<file path="config.mk">
export PLATFORM = sky130hd
export DESIGN_NAME = sonar_echo_responder
export DESIGN_NICKNAME = d
export VERILOG_FILES = /design/src/rtl/rover_sonar_pkg.sv /design/src/rtl/sonar_trig_sync.sv /design/src/rtl/sonar_echo_responder.sv
export SDC_FILE = /design/constraint.sdc
export NUM_CORES = 1
export LEC_CHECK = 0
export CAP_MARGIN = 20
export CORE_MARGIN = 1
export CORE_UTILIZATION = 30
export CTS_CLUSTER_DIAMETER = 50
export CTS_CLUSTER_SIZE = 40
export DETAILED_ROUTE_END_ITERATION = 7
export RECOVER_POWER = 25
export SYNTH_ARGS = -nofsm -noshare
export SYNTH_HDL_FRONTEND = slang
export SYNTH_SLANG_ARGS = --single-unit
</file>
<file path="constraint.sdc">
create_clock -name clk -period 3.79 [get_ports clk]
set_input_delay 0.5685 -clock clk [delete_from_list [all_inputs] [get_ports clk]]
set_output_delay 0.5685 -clock clk [all_outputs]
set_load 0.02 [all_outputs]
</file>
<file path="src/rtl/rover_sonar_pkg.sv">
// rover_sonar_pkg: state encoding, default cycle constants and LFSR
// helpers shared by the sonar responder and the ranger (macro: ECHO_JITTER_EN).
package rover_sonar_pkg;

    typedef enum logic [2:0] {
        IDLE,
        TRIG_HI,
        BURST,
        ECHO,
        HOLDOFF
    } sonar_state_e;

    localparam int unsigned CLK_HZ      = 100_000_000;
    localparam int unsigned TRIG_MIN    = 1_000;
    localparam int unsigned BURST_LEN   = 20_000;
    localparam int unsigned TIMEOUT     = 3_800_000;
    localparam int unsigned HOLDOFF_LEN = 1_000_000;

    localparam logic [15:0] LFSR_SEED = 16'hACE1;
    localparam logic [15:0] LFSR_TAPS = 16'hB400;

    function automatic logic [15:0] lfsr_next(input logic [15:0] s);
        return s[0] ? ((s >> 1) ^ LFSR_TAPS) : (s >> 1);
    endfunction

endpackage

</file>
<file path="src/rtl/sonar_trig_sync.sv">
// sonar_trig_sync: two-flop synchroniser for the asynchronous trigger
// input, plus rise/fall detection on the synchronised level.
module sonar_trig_sync (
    input  logic clk,
    input  logic rst_n,
    input  logic trig_in,
    output logic trig_s,
    output logic trig_rise,
    output logic trig_fall
);

    logic sync1_q, sync1_d;
    logic sync2_q, sync2_d;
    logic prev_q, prev_d;

    // next values: shift the trigger through the chain
    always_comb begin
        sync1_d = trig_in;
        sync2_d = sync1_q;
        prev_d  = sync2_q;
    end

    // synchroniser and edge-history registers
    always_ff @(posedge clk or negedge rst_n) begin
        if (!rst_n) begin
            sync1_q <= 1'b0;
            sync2_q <= 1'b0;
            prev_q  <= 1'b0;
        end else begin
            sync1_q <= sync1_d;
            sync2_q <= sync2_d;
            prev_q  <= prev_d;
        end
    end

    assign trig_s    = sync2_q;
    assign trig_rise = sync2_q & ~prev_q;
    assign trig_fall = ~sync2_q & prev_q;

endmodule

</file>
<file path="src/rtl/sonar_echo_responder.sv">
// sonar_echo_responder: HC-SR04-style echo model; trigger in, echo pulse
// of programmed width out. Optional echo jitter: define ECHO_JITTER_EN.
module sonar_echo_responder
    import rover_sonar_pkg::*;
#(
    parameter int unsigned TRIG_MIN_CYCLES = TRIG_MIN,
    parameter int unsigned BURST_CYCLES    = BURST_LEN,
    parameter int unsigned TIMEOUT_CYCLES  = TIMEOUT,
    parameter int unsigned HOLDOFF_CYCLES  = HOLDOFF_LEN,
    parameter int unsigned JITTER_BITS     = 4
) (
    input  logic        clk,
    input  logic        rst_n,
    input  logic        trigger,
    input  logic [31:0] echo_cycles,
    input  logic        obj_present,
    output logic        echo,
    output logic        busy,
    output logic [15:0] pulse_count,
    output logic        short_trig
);

    sonar_state_e state_q, state_d;
    logic [31:0] cnt_q, cnt_d;
    logic [31:0] width_q, width_d;
    logic        echo_q, echo_d;
    logic        short_q, short_d;
    logic [15:0] pcount_q, pcount_d;

    logic trig_s, trig_rise, trig_fall;
    logic [JITTER_BITS-1:0] jitter;
    logic [32:0] w_sum;
    logic [31:0] w_new;

    sonar_trig_sync u_sync (
        .clk       (clk),
        .rst_n     (rst_n),
        .trig_in   (trigger),
        .trig_s    (trig_s),
        .trig_rise (trig_rise),
        .trig_fall (trig_fall)
    );

`ifdef ECHO_JITTER_EN
    logic [15:0] lfsr_q, lfsr_d;

    assign jitter = lfsr_q[JITTER_BITS-1:0];

    // LFSR advances only when a new echo width is latched
    always_comb begin
        lfsr_d = lfsr_q;
        if (state_q == TRIG_HI && trig_fall
            && cnt_q >= TRIG_MIN_CYCLES) begin
            lfsr_d = lfsr_next(lfsr_q);
        end
    end

    // jitter LFSR register
    always_ff @(posedge clk or negedge rst_n) begin
        if (!rst_n) lfsr_q <= LFSR_SEED;
        else        lfsr_q <= lfsr_d;
    end
`else
    assign jitter = '0;
`endif

    // candidate echo width: pick source, add jitter, then clamp to [1, TIMEOUT]
    always_comb begin
        w_sum = obj_present ? {1'b0, echo_cycles}
                            : 33'(TIMEOUT_CYCLES);
        w_sum = w_sum + 33'(jitter);
        if (w_sum == 33'd0)
            w_new = 32'd1;
        else if (w_sum > 33'(TIMEOUT_CYCLES))
            w_new = TIMEOUT_CYCLES;
        else
            w_new = w_sum[31:0];
    end

    // next-state, counter, width latch and output logic
    always_comb begin
        state_d  = state_q;
        cnt_d    = cnt_q;
        width_d  = width_q;
        echo_d   = echo_q;
        pcount_d = pcount_q;
        short_d  = 1'b0;
        unique case (state_q)
            IDLE: begin
                if (trig_rise) begin
                    state_d = TRIG_HI;
                    cnt_d   = 32'd1;
                end
            end
            TRIG_HI: begin
                if (trig_fall) begin
                    if (cnt_q >= TRIG_MIN_CYCLES) begin
                        state_d = BURST;
                        cnt_d   = 32'd0;
                        width_d = w_new;
                    end else begin
                        state_d = IDLE;
                        short_d = 1'b1;
                    end
                end else if (trig_s && cnt_q < TRIG_MIN_CYCLES) begin
                    cnt_d = cnt_q + 32'd1;
                end
            end
            BURST: begin
                if (cnt_q == BURST_CYCLES - 1) begin
                    state_d = ECHO;
                    echo_d  = 1'b1;
                    cnt_d   = 32'd0;
                end else begin
                    cnt_d = cnt_q + 32'd1;
                end
            end
            ECHO: begin
                if (cnt_q == width_q - 32'd1) begin
                    state_d  = HOLDOFF;
                    echo_d   = 1'b0;
                    pcount_d = pcount_q + 16'd1;
                    cnt_d    = 32'd0;
                end else begin
                    cnt_d = cnt_q + 32'd1;
                end
            end
            HOLDOFF: begin
                if (cnt_q == HOLDOFF_CYCLES - 1) begin
                    state_d = IDLE;
                    cnt_d   = 32'd0;
                end else begin
                    cnt_d = cnt_q + 32'd1;
                end
            end
            default: begin
                state_d = IDLE;
                echo_d  = 1'b0;
                cnt_d   = 32'd0;
            end
        endcase
    end

    // state, counters and output registers; reset drops echo at once
    always_ff @(posedge clk or negedge rst_n) begin
        if (!rst_n) begin
            state_q  <= IDLE;
            cnt_q    <= 32'd0;
            width_q  <= 32'd1;
            echo_q   <= 1'b0;
            short_q  <= 1'b0;
            pcount_q <= 16'd0;
        end else begin
            state_q  <= state_d;
            cnt_q    <= cnt_d;
            width_q  <= width_d;
            echo_q   <= echo_d;
            short_q  <= short_d;
            pcount_q <= pcount_d;
        end
    end

    assign echo        = echo_q;
    assign busy        = (state_q != IDLE);
    assign pulse_count = pcount_q;
    assign short_trig  = short_q;

endmodule
</file>
==> results of run 1 <==
[routing by layer]
metal,up-vias,part of all wire,track usage
met5,-,0,0
met3,19,0.037,0.0321
met1,2481,0.47,0.216
met4,0,0.017,0.0538
li1,2536,-,-
met2,82,0.48,0.262
[logic make-up (layout without fill, tap and decap cells)]
| logic type | Yosys count | count (layout) |
|---|---|---|
| buf+inv | 71 | 110 |
| mux | 2 | 2 |
| simple gates | 324 | 324 |
| compound gates | 119 | 119 |
| flops | 88 | 88 |
| fa+ha+maj | 4 | 4 |
| xor+xnor | 67 | 67 |
[what timing repair did]
action	4_1_cts	5_1_grt
buffers inserted	0	0
gates resized for setup	0	2
setup endpoints to repair	0	8
hold endpoints to repair	0	0
[worst max-delay path by stage]
stage | endpoint | slack, ps | cells past startpoint
after detailed placement | cnt_q[16]$_DFFE_PN0P_ | 190 | 9
after CTS | cnt_q[16]$_DFFE_PN0P_ | 180 | 9
after global routing | pulse_count[14]$_DFFE_PN0P_ | -30 | 12
final | pulse_count[14]$_DFFE_PN0P_ | 280 | 9
after floorplan | pulse_count[6]$_DFFE_PN0P_ | 620 | 11
after global placement | cnt_q[16]$_DFFE_PN0P_ | 310 | 9
[power groups by stage]
| stage | registers [mW] | clock network, mW | logic [mW] |
|---|---|---|---|
| 6_report | 0.993 | 0.859 | 0.212 |
| 5_1_grt | 0.998 | 0.922 | 0.237 |
| 4_1_cts | 0.995 | 0.883 | 0.213 |
| 3_5_place_dp | 1.01 | 0 | 0.212 |
| 3_3_place_gp | 1.01 | 0 | 0.213 |
| 2_1_floorplan | 0.989 | 0 | 0.127 |
[layout by cell type, fill, tap and decap left out, drive strengths merged, types with 5 or more instances in the layout]
master         netlist  routed
and4                 7       7
nand3               34      34
clkdlybuf4s50        0      52
a21oi               20      20
nor3                39      39
clkbuf              41      12
nand4               28      28
nand2               76      76
buf                  9      18
o211ai               8       8
xnor2               30      30
nor4                29      29
or4                 11      11
xor2                37      37
nor4b                5       5
and2                16      16
and3                13      13
dfrtp               87      87
inv                 21      25
or3                  8       8
nand4b               6       6
o21ai               30      30
a22o                 9       9
o31ai                9       9
nor2                39      39
[registers in the layout, indices dropped and copies added (netlist names)]
signal,flops
cnt_q,32
echo,1
short_trig,1
state_q,3
u_sync.sync1_q,1
u_sync.trig_s,1
pulse_count,16
width_q,32
u_sync.prev_q,1
[area by class of cell]
cell class,instances,area (um^2),area share
clock buffer,10,229,0.0336
timing repair buffer,73,673,0.0988
sequential,88,2200,0.323
clock inverter,6,51.3,0.00753
inverter,21,78.8,0.0116
tap,234,293,0.0430
multi-input combinational,516,3280,0.482
[per-stage QoR]
step	total power, mW	setup slack [ps]	utilization	instance area, um^2	hold slack (ps)
2_1_floorplan	1.12	623	-	5760	273
3_3_place_gp	1.22	311	0.348	6530	335
3_5_place_dp	1.22	189	0.348	6530	346
4_1_cts	2.09	179	0.363	6810	76.7
5_1_grt	2.16	-30.7	0.363	6810	366
6_report	2.06	283	0.363	6810	355
==> run metrics, run 1 <==
largest family of logic cells by synthesized area simple AND/OR/NAND/NOR gates; Final setup viols 0; antenna violations before repair 0; Initial Util 0.307; clock tree buffer depth 2; Worst Reg-to-Reg Cells 9; Slew Limit Fails 33; Placed Instances 932; CP max FO 10; clk_skew 11.7 ps; top-count cell post-synth dfrtp_1; GRT overflow 0; ys async rst share 1.00; Yosys warnings 0; critical path required time 4070 ps; DR iter-0 viols 325; Combinational Power Share 0.103; die width 141 um; Internal Power 1.50 mW; multiplexer area fraction after synthesis 0.00369; peak supply drop 228 uV; worst path bufs/invs 0; max-cap violation count 1; Setup CP Type flip-flop to flip-flop; failing checks max-capacitance violations, max-slew violations; worst r2r dst pulse_count[14]$_DFFE_PN0P_; most common library cells after synthesis 87 x dfrtp_1, 76 x nand2_1, 40 x clkbuf_1, 39 x nor2_1; Hold Fails Final Rpt 0; Syn Area/Cell 8.53 um^2; Synth Register Bits 88; post-synthesis simple-gate area fraction 0.312; part of the cycle the worst path needs 0.925; cells after synthesis 675; largest delay contributor family on the critical path simple AND/OR/NAND/NOR gates; Hold Path Depth 0; post-DR vias/cell 5.40; Leak 2.78 nW; Hold Crit Start u_sync.sync1_q$_DFF_PN0_; CP Cell Sequence or4_1 > or3_1 > or4_1 > a22oi_1 > nand4_1 > nor4_2 > nand4_2 > nor4_1 > xor2_1; CTS tree yes; remaining antenna violation count 0; Placer Congestion 0.878; FF-to-FF Start width_q[21]$_DFFE_PN0P_; Core ar. 0.0188 mm^2; Adder-Cell Fraction of Synth Area 0.00869; post-layout minimum cycle time 3510 ps; Clock transition at path regs 70 ps; CP max-delay cell or4_1; post-synth top area share 0.378; n_diodes 0; TritonCTS Buffers 9; Final Instance Count excl. Fillers 948; H-tree Lvls 3; Yosys cell types 70; Pwr per Cell Area 303 mW/mm^2; compound-cell area share of the yosys netlist 0.142; # fillers 1913; mean routed wirelength per cell 15.7 um; CP Capture Type flip-flop; share of cells above drive strength 1 0.0728; P&R area growth vs syn 18.3%; DPL Wire Length 11.2 mm; crit-path max cell delay 560 ps; arrival time worst endpoint 3790 ps; fmax 0.285 GHz; post-synth top area cell dfrtp_1; num rows 50; worst rel slew slack -0.149; Psw 0.562 mW; largest net degree at the start of global routing 39; Detailed Routing Iterations Pass 1 5; xor/xnor share of the synthesized area 0.102; Layout Nets 749; status finished with violations; Worst Hold Endpoint u_sync.trig_s$_DFF_PN0_; RSZ-0062 raised after global routing yes; startpoint types flip-flop; Setup TNS 0 ps; syn_nets 715; Synth Cell Area 0.00576 mm^2; drt total wl 14.9 mm; register area share after synthesis 0.383; CTS root buf clkbuf_16; I/O pins 55; worst slew pin tran 1720 ps; number of global-route vias before repair 4909; total number of vias 5118; global-route wire length before repair 25.3 mm; crit path from width_q[21]$_DFFE_PN0P_; CTS sink cnt 88; GRT Overall Usage 0.162; top post-synthesis cells by area dfrtp_1 38%, xor2_1 5.6%, nand2_1 5.0%, xnor2_1 4.6%, nor3_1 3.2%; I/O Buffers 54; clock share of power 0.416; Skew-Pair Late Insertion Delay 360 ps; chip height 141 um; DIE AREA 0.0198 mm^2; DRC 0; Switching Share 0.272; Min-Delay Path Class flip-flop to flip-flop; CP dominant cell by count or4_1; Reg2Reg Setup Slack 280 ps; Reg power frac 0.481; Most used DFF post-synth dfrtp_1; cts hold-fix bufs 0; number of enable flip-flop cells after synthesis 0
No activity file was read; power rests on OpenSTA's default activity.
==> inputs of run 2 (changes only) <==
--- a/config.mk
+++ b/config.mk
@@ -12,6 +12,7 @@
 export CTS_CLUSTER_SIZE = 40
 export DETAILED_ROUTE_END_ITERATION = 7
 export RECOVER_POWER = 25
+export REMOVE_ABC_BUFFERS = 1
 export SYNTH_ARGS = -nofsm -noshare
 export SYNTH_HDL_FRONTEND = slang
 export SYNTH_SLANG_ARGS = --single-unit
==> run 2 against run 1 <==
Against the previous run: maximum frequency fell by 2.0%; wire length up 1.4%; the flow still finishes with violations (max-capacitance violations, max-slew violations); setup slack got worse by 72 ps; global-route usage shrank 0.34 points; combinational power about the same; highest routed layer unchanged; worst hold slack lost 120 ps.
==> run metrics, run 2 (synthesized netlist as in run 1, its figures left out) <==
CTS root buf clkbuf_16; CP Capture Type flip-flop; DIE AREA 0.0198 mm^2 (unchanged); startpoint types flip-flop; num rows 50 (unchanged); P&R area growth vs syn 18.4%; clk_skew 12.9 ps (+1.19 ps); share of cells above drive strength 1 0.0755 (+0.00270); chip height 141 um (unchanged); Core ar. 0.0188 mm^2 (unchanged); Slew Limit Fails 67 (+100%); total number of vias 5141 (+0.45%); # Post-CTS Setup Buffers 0 (unchanged); antenna violations before repair 0 (unchanged); fmax 0.279 GHz (-2.0%); pre-CTS WS 254 ps (+64.9 ps); most frequent cells in the layout 87 x dfrtp_1, 76 x nand2_1, 53 x clkdlybuf4s50_1, 39 x nor2_1; I/O pins 55 (unchanged); status finished with violations; post-DR vias/cell 5.42 (+0.34%); DRC 0 (unchanged); Setup CP Type flip-flop to flip-flop; remaining antenna violation count 0 (unchanged); Pwr per Cell Area 306 mW/mm^2 (+1.1%); peak supply drop 188 uV (-17%); CTS sink cnt 88 (unchanged); final worst slack 211 ps (-71.8 ps); failing checks max-capacitance violations, max-slew violations; global routing usage on met1 0.217 (+0.000289); RSZ-0062 raised after global routing no; Layout Nets 750 (+0.13%); arrival time worst endpoint 3790 ps (about the same); post-layout minimum cycle time 3580 ps (+71.8 ps); Skew-Pair Late Insertion Delay 360 ps (about the same); clock tree buffer depth 2 (unchanged); worst rel slew slack -0.0943 (+0.0546); post-layout util 0.363 (+0.000534); Most Used Layer, Global Route met2; mean routed wirelength per cell 15.9 um (+1.3%); number of global-route vias before repair 4828 (-1.7%); DPL Wire Length 11.2 mm (-0.60%); Min-Delay Path Class input port to asynchronous set/reset pin; Detailed Routing Iterations Pass 1 4 (-1); Clock transition at path regs 70 ps (about the same); Setup TNS 0 ps (unchanged); I/O Buffers 54 (unchanged); global-route wire length before repair 25.0 mm (-1.4%); largest net degree at the start of global routing 79 (+100%); commonest non-fill, non-tap cell in the layout dfrtp_1; part of the cycle the worst path needs 0.944 (+0.0190); Initial Util 0.307 (unchanged); Leak 2.79 nW (+0.38%); H-tree Lvls 3 (unchanged); die width 141 um (unchanged); worst slew pin tran 1640 ps (-81.9 ps); Placer Congestion 0.836 (-4.8%); Worst Hold Slack 232 ps (-124 ps); n_diodes 0 (unchanged); TritonCTS Buffers 9 (unchanged); Tot Pwr 2.09 mW (+1.3%); GRT overflow 0 (unchanged); DR iter-0 viols 382 (+18%); max-cap violation count 1 (unchanged); GRT Overall Usage 0.158 (-0.00343); met2 usage 0.253 (-0.00895); Hold Fails Final Rpt 0 (unchanged); M3 GR Usage 0.0253 (-0.00684); CP max FO 10 (unchanged); critical path required time 4000 ps (-70 ps); drt total wl 15.1 mm (+1.4%); CTS tree yes; Final setup viols 0 (unchanged)
==> run 2: report_power, final <==
group,total (mW),switching (mW),internal [mW]
combinational,0.213,0.121,0.0914
clock,0.880,0.410,0.471
sequential,0.997,0.0400,0.957
==> run 2: through the flow <==
step / area, um^2 / cells
after global routing: 6820 / 949
final: 6820 / 949
after CTS: 6820 / 948
after detailed placement: 6530 / 932
after global placement: 6530 / 932
after floorplan: 5560 / 625
==> run 2: final cells by class <==
type | count | area, um^2
Sequential cell | 88 | 2200
Clock buffer | 10 | 239
Fill cell | 1910 | 11900
Timing Repair Buffer | 74 | 678
Inverter | 21 | 78.8
Clock inverter | 6 | 51.3
Multi-Input combinational cell | 516 | 3280
Tap cell | 234 | 293
==> run 2: worst paths after layout <==
check                      slack, ps                      from  depth (start not counted)                    endpoint
hold / removal                   230                     rst_n                          1  pulse_count[7]$_DFFE_PN0P_
hold reg to reg                  350  u_sync.sync1_q$_DFF_PN0_                          0     u_sync.trig_s$_DFF_PN0_
max in group asynchronous       1500                     rst_n                          2        cnt_q[8]$_DFFE_PN0P_
setup / recovery                 210   width_q[21]$_DFFE_PN0P_                          9       cnt_q[16]$_DFFE_PN0P_
min in group clk                 350  u_sync.sync1_q$_DFF_PN0_                          0     u_sync.trig_s$_DFF_PN0_
setup reg to reg                 210   width_q[21]$_DFFE_PN0P_                          9       cnt_q[16]$_DFFE_PN0P_
==> run 2: critical path, stage by stage (launching register included) <==
cell	delay (ps)
dfrtp_1	460
or4_1	560
or3_1	360
or4_1	420
a22oi_1	280
nand4_1	140
and4bb_2	370
a21oi_2	150
nor2_1	500
o221ai_1	210
==> run 2: routing by layer <==
metal | share of wire | wire [um]
met1 | 0.49 | 7330
met2 | 0.47 | 7070
met3 | 0.027 | 402
met4 | 0.017 | 263
met5 | 0 | 0
==> run 2: what timing repair did <==
item	in CTS	in global routing
endpoints found under the setup margin	0	1
gates resized for setup	0	1
hold buffers	0	0
==> inputs of run 3 (changes only) <==
--- a/config.mk
+++ b/config.mk
@@ -11,6 +11,7 @@
 export CTS_CLUSTER_DIAMETER = 50
 export CTS_CLUSTER_SIZE = 40
 export DETAILED_ROUTE_END_ITERATION = 7
+export GPL_TIMING_DRIVEN = 0
 export RECOVER_POWER = 25
 export REMOVE_ABC_BUFFERS = 1
 export SYNTH_ARGS = -nofsm -noshare
==> run 3 against run 2 <==
Against the previous run: the run still ends with max-capacitance violations, max-slew violations left; critical path depth is 3 higher; critical path type unchanged; highest routed layer unchanged; flip-flop and latch count stayed put; via count hardly changed; die area stayed put; non-clock buffer count is 6 lower; setup slack worse by 62 ps; critical endpoint is now cnt_q[3]$_DFFE_PN0P_; count of clock-buffer cells in the layout stayed put.
==> run metrics, run 3 (synthesized netlist as in run 1, its figures left out) <==
fmax 0.275 GHz (-1.7%); worst rel slew slack -0.510 (-0.416); CP Cell Sequence inv_1 > ha_1 > nor3b_4 > nand2_1 > or4_1 > a22oi_1 > nand4_1 > and4bb_2 > a21oi_4 > buf_4 > and3_1 > a221o_1; peak supply drop 223 uV (+19%); FF-to-FF Start width_q[1]$_DFFE_PN0P_; P&R area growth vs syn 20.6%; Slew Limit Fails 43 (-36%); antenna violations before repair 0 (unchanged); clock tree buffer depth 2 (unchanged); DPL Wire Length 10.9 mm (-2.2%); Psw 0.577 mW (+1.1%); status finished with violations; Final setup viols 0 (unchanged); Internal Power 1.66 mW (+9.4%); Pwr per Cell Area 322 mW/mm^2 (+5.2%); failing checks max-capacitance violations, max-slew violations; I/O Buffers 54 (unchanged); Worst Reg-to-Reg Cells 12 (+3); CTS tree yes; Initial Util 0.307 (unchanged); arrival time worst endpoint 3880 ps (+90 ps); CTS root buf clkbuf_16; DIE AREA 0.0198 mm^2 (unchanged); Worst Hold Slack 352 ps (+121 ps); global-route wire length before repair 24.9 mm (-0.44%); num rows 50 (unchanged); Setup TNS 0 ps (unchanged); largest net degree at the start of global routing 48 (-39%); GRT overflow 0 (unchanged); Hold Fails Final Rpt 0 (unchanged); worst slew pin tran 2260 ps (+623 ps); share of cells above drive strength 1 0.0775 (+0.00194); Reg power frac 0.443 (-0.034); Layout Nets 745 (-0.67%); Leak 2.83 nW (+1.5%); critical path required time 4030 ps (+30 ps); Switching Share 0.258 (-0.0154); Core ar. 0.0188 mm^2 (unchanged); Placed Instances 917 (-1.6%); post-layout util 0.370 (+0.00660); crit path from width_q[1]$_DFFE_PN0P_; I/O pins 55 (unchanged); post-layout minimum cycle time 3640 ps (+61.9 ps); part of the cycle the worst path needs 0.961 (+0.0163); startpoint types flip-flop; RSZ-0062 raised after global routing no; Placer Congestion 0.805 (-3.8%); commonest non-fill, non-tap cell in the layout dfrtp_1; worst path bufs/invs 2 (+2); TritonCTS Buffers 9 (unchanged); largest delay contributor family on the critical path simple AND/OR/NAND/NOR gates; remaining antenna violation count 0 (unchanged); mean routed wirelength per cell 15.9 um (+0.24%); number of global-route vias before repair 4794 (-0.70%); Hold Path Depth 0; Setup CP Type flip-flop to flip-flop; crit-path max cell delay 570 ps (about the same); WP depth 12 (+3); CTS sink cnt 88 (unchanged); max-cap violation count 1 (unchanged); # fillers 1921 (+0.58%); total number of vias 5137 (-0.078%); post-DR vias/cell 5.44 (+0.45%); Clock transition at path regs 70 ps (about the same); Detailed Routing Iterations Pass 1 5 (+1); die width 141 um (unchanged); CP Capture Type flip-flop; Skew-Pair Late Insertion Delay 360 ps (about the same); Combinational Power Share 0.099 (-0.003); n_diodes 0 (unchanged); CP max-delay cell or4_1; drt total wl 15.0 mm (-0.29%); clk_skew 12.3 ps (-0.581 ps); Min-Delay Path Class flip-flop to flip-flop; H-tree Lvls 3 (unchanged); Hold Crit Start u_sync.sync1_q$_DFF_PN0_; chip height 141 um (unchanged); most frequent cells in the layout 87 x dfrtp_1, 76 x nand2_1, 52 x clkdlybuf4s50_1, 38 x nor2_1; DR iter-0 viols 349 (-8.6%); Final Instance Count excl. Fillers 944 (-0.53%); GRT Overall Usage 0.157 (-0.000979); clock share of power 0.457 (+0.036); DRC 0 (unchanged); CP max FO 8 (-2)
[run 3: cell count changes in the layout (fill, tap and decap cells not counted), sizes merged]
cell and delta:
clkbuf -1, dlygate4sd3 +1, bufinv +2, inv +1
nand4 +1, clkinvlp -1, clkinv -2, clkdlybuf4s50 -1
buf -5
[run 3: final timing paths]
path                                                to  slack (ps)
min in group asynchronous  pulse_count[13]$_DFFE_PN0P_         880
max in group asynchronous      width_q[14]$_DFFE_PN0P_         800
max reg2reg                       cnt_q[3]$_DFFE_PN0P_         150
max                               cnt_q[3]$_DFFE_PN0P_         150
min                            u_sync.trig_s$_DFF_PN0_         350
min reg2reg                    u_sync.trig_s$_DFF_PN0_         350
[run 3: power by group through the flow]
stage          logic, mW  registers [mW]  clock network (mW)
6_report           0.222           0.993                1.02
5_1_grt            0.249           0.997                1.08
4_1_cts            0.219           0.993                1.05
3_5_place_dp       0.210            1.01                   0
3_3_place_gp       0.201            1.01                   0
2_1_floorplan      0.105            1.00                   0
[run 3: per-stage QoR]
stage / cell area (um^2) / power [mW] / worst slack, ps
after floorplan: 5560 / 1.11 / 426
after detailed placement: 6450 / 1.22 / -776
after global routing: 6950 / 2.33 / 12.7
after CTS: 6850 / 2.26 / 0.927
after global placement: 6390 / 1.21 / -1240
final: 6950 / 2.24 / 150
[run 3: timing repair]
| action | CTS | global route |
|---|---|---|
| resized for setup | 7 | 6 |
| pin swaps | 1 | 3 |
| hold buffers | 0 | 0 |
| endpoints found under the hold margin | 0 | 0 |
| setup buffers | 1 | 9 |
| setup endpoints to repair | 44 | 32 |
| gates cloned | 0 | 1 |
[run 3: worst reg2reg max path, stage by stage (launching register included)]
cell and delay [ps]:
dfrtp_1 440, inv_1 80, ha_1 220, nor3b_4 340, nand2_1 230, or4_1 570, a22oi_1 290, nand4_1 140
and4bb_2 460, a21oi_4 160, buf_4 180, and3_1 150, a221o_1 270
[run 3: layer usage]
metal | vias up | GRT usage | wire, um
li1 | 2537 | - | -
met1 | 2500 | 0.212 | 7270
met2 | 84 | 0.255 | 7100
met3 | 16 | 0.0253 | 434
met4 | 0 | 0.0561 | 207
met5 | - | 0 | 0
[run 3: layout make-up]
cell class,instances,area [um^2],share of cell area
clock buffer,10,239,0.0344
multi-input combinational,517,3370,0.485
clock inverter,6,97.6,0.0141
inverter,21,78.8,0.0113
sequential,88,2200,0.317
timing repair buffer,68,664,0.0957
tap,234,293,0.0422
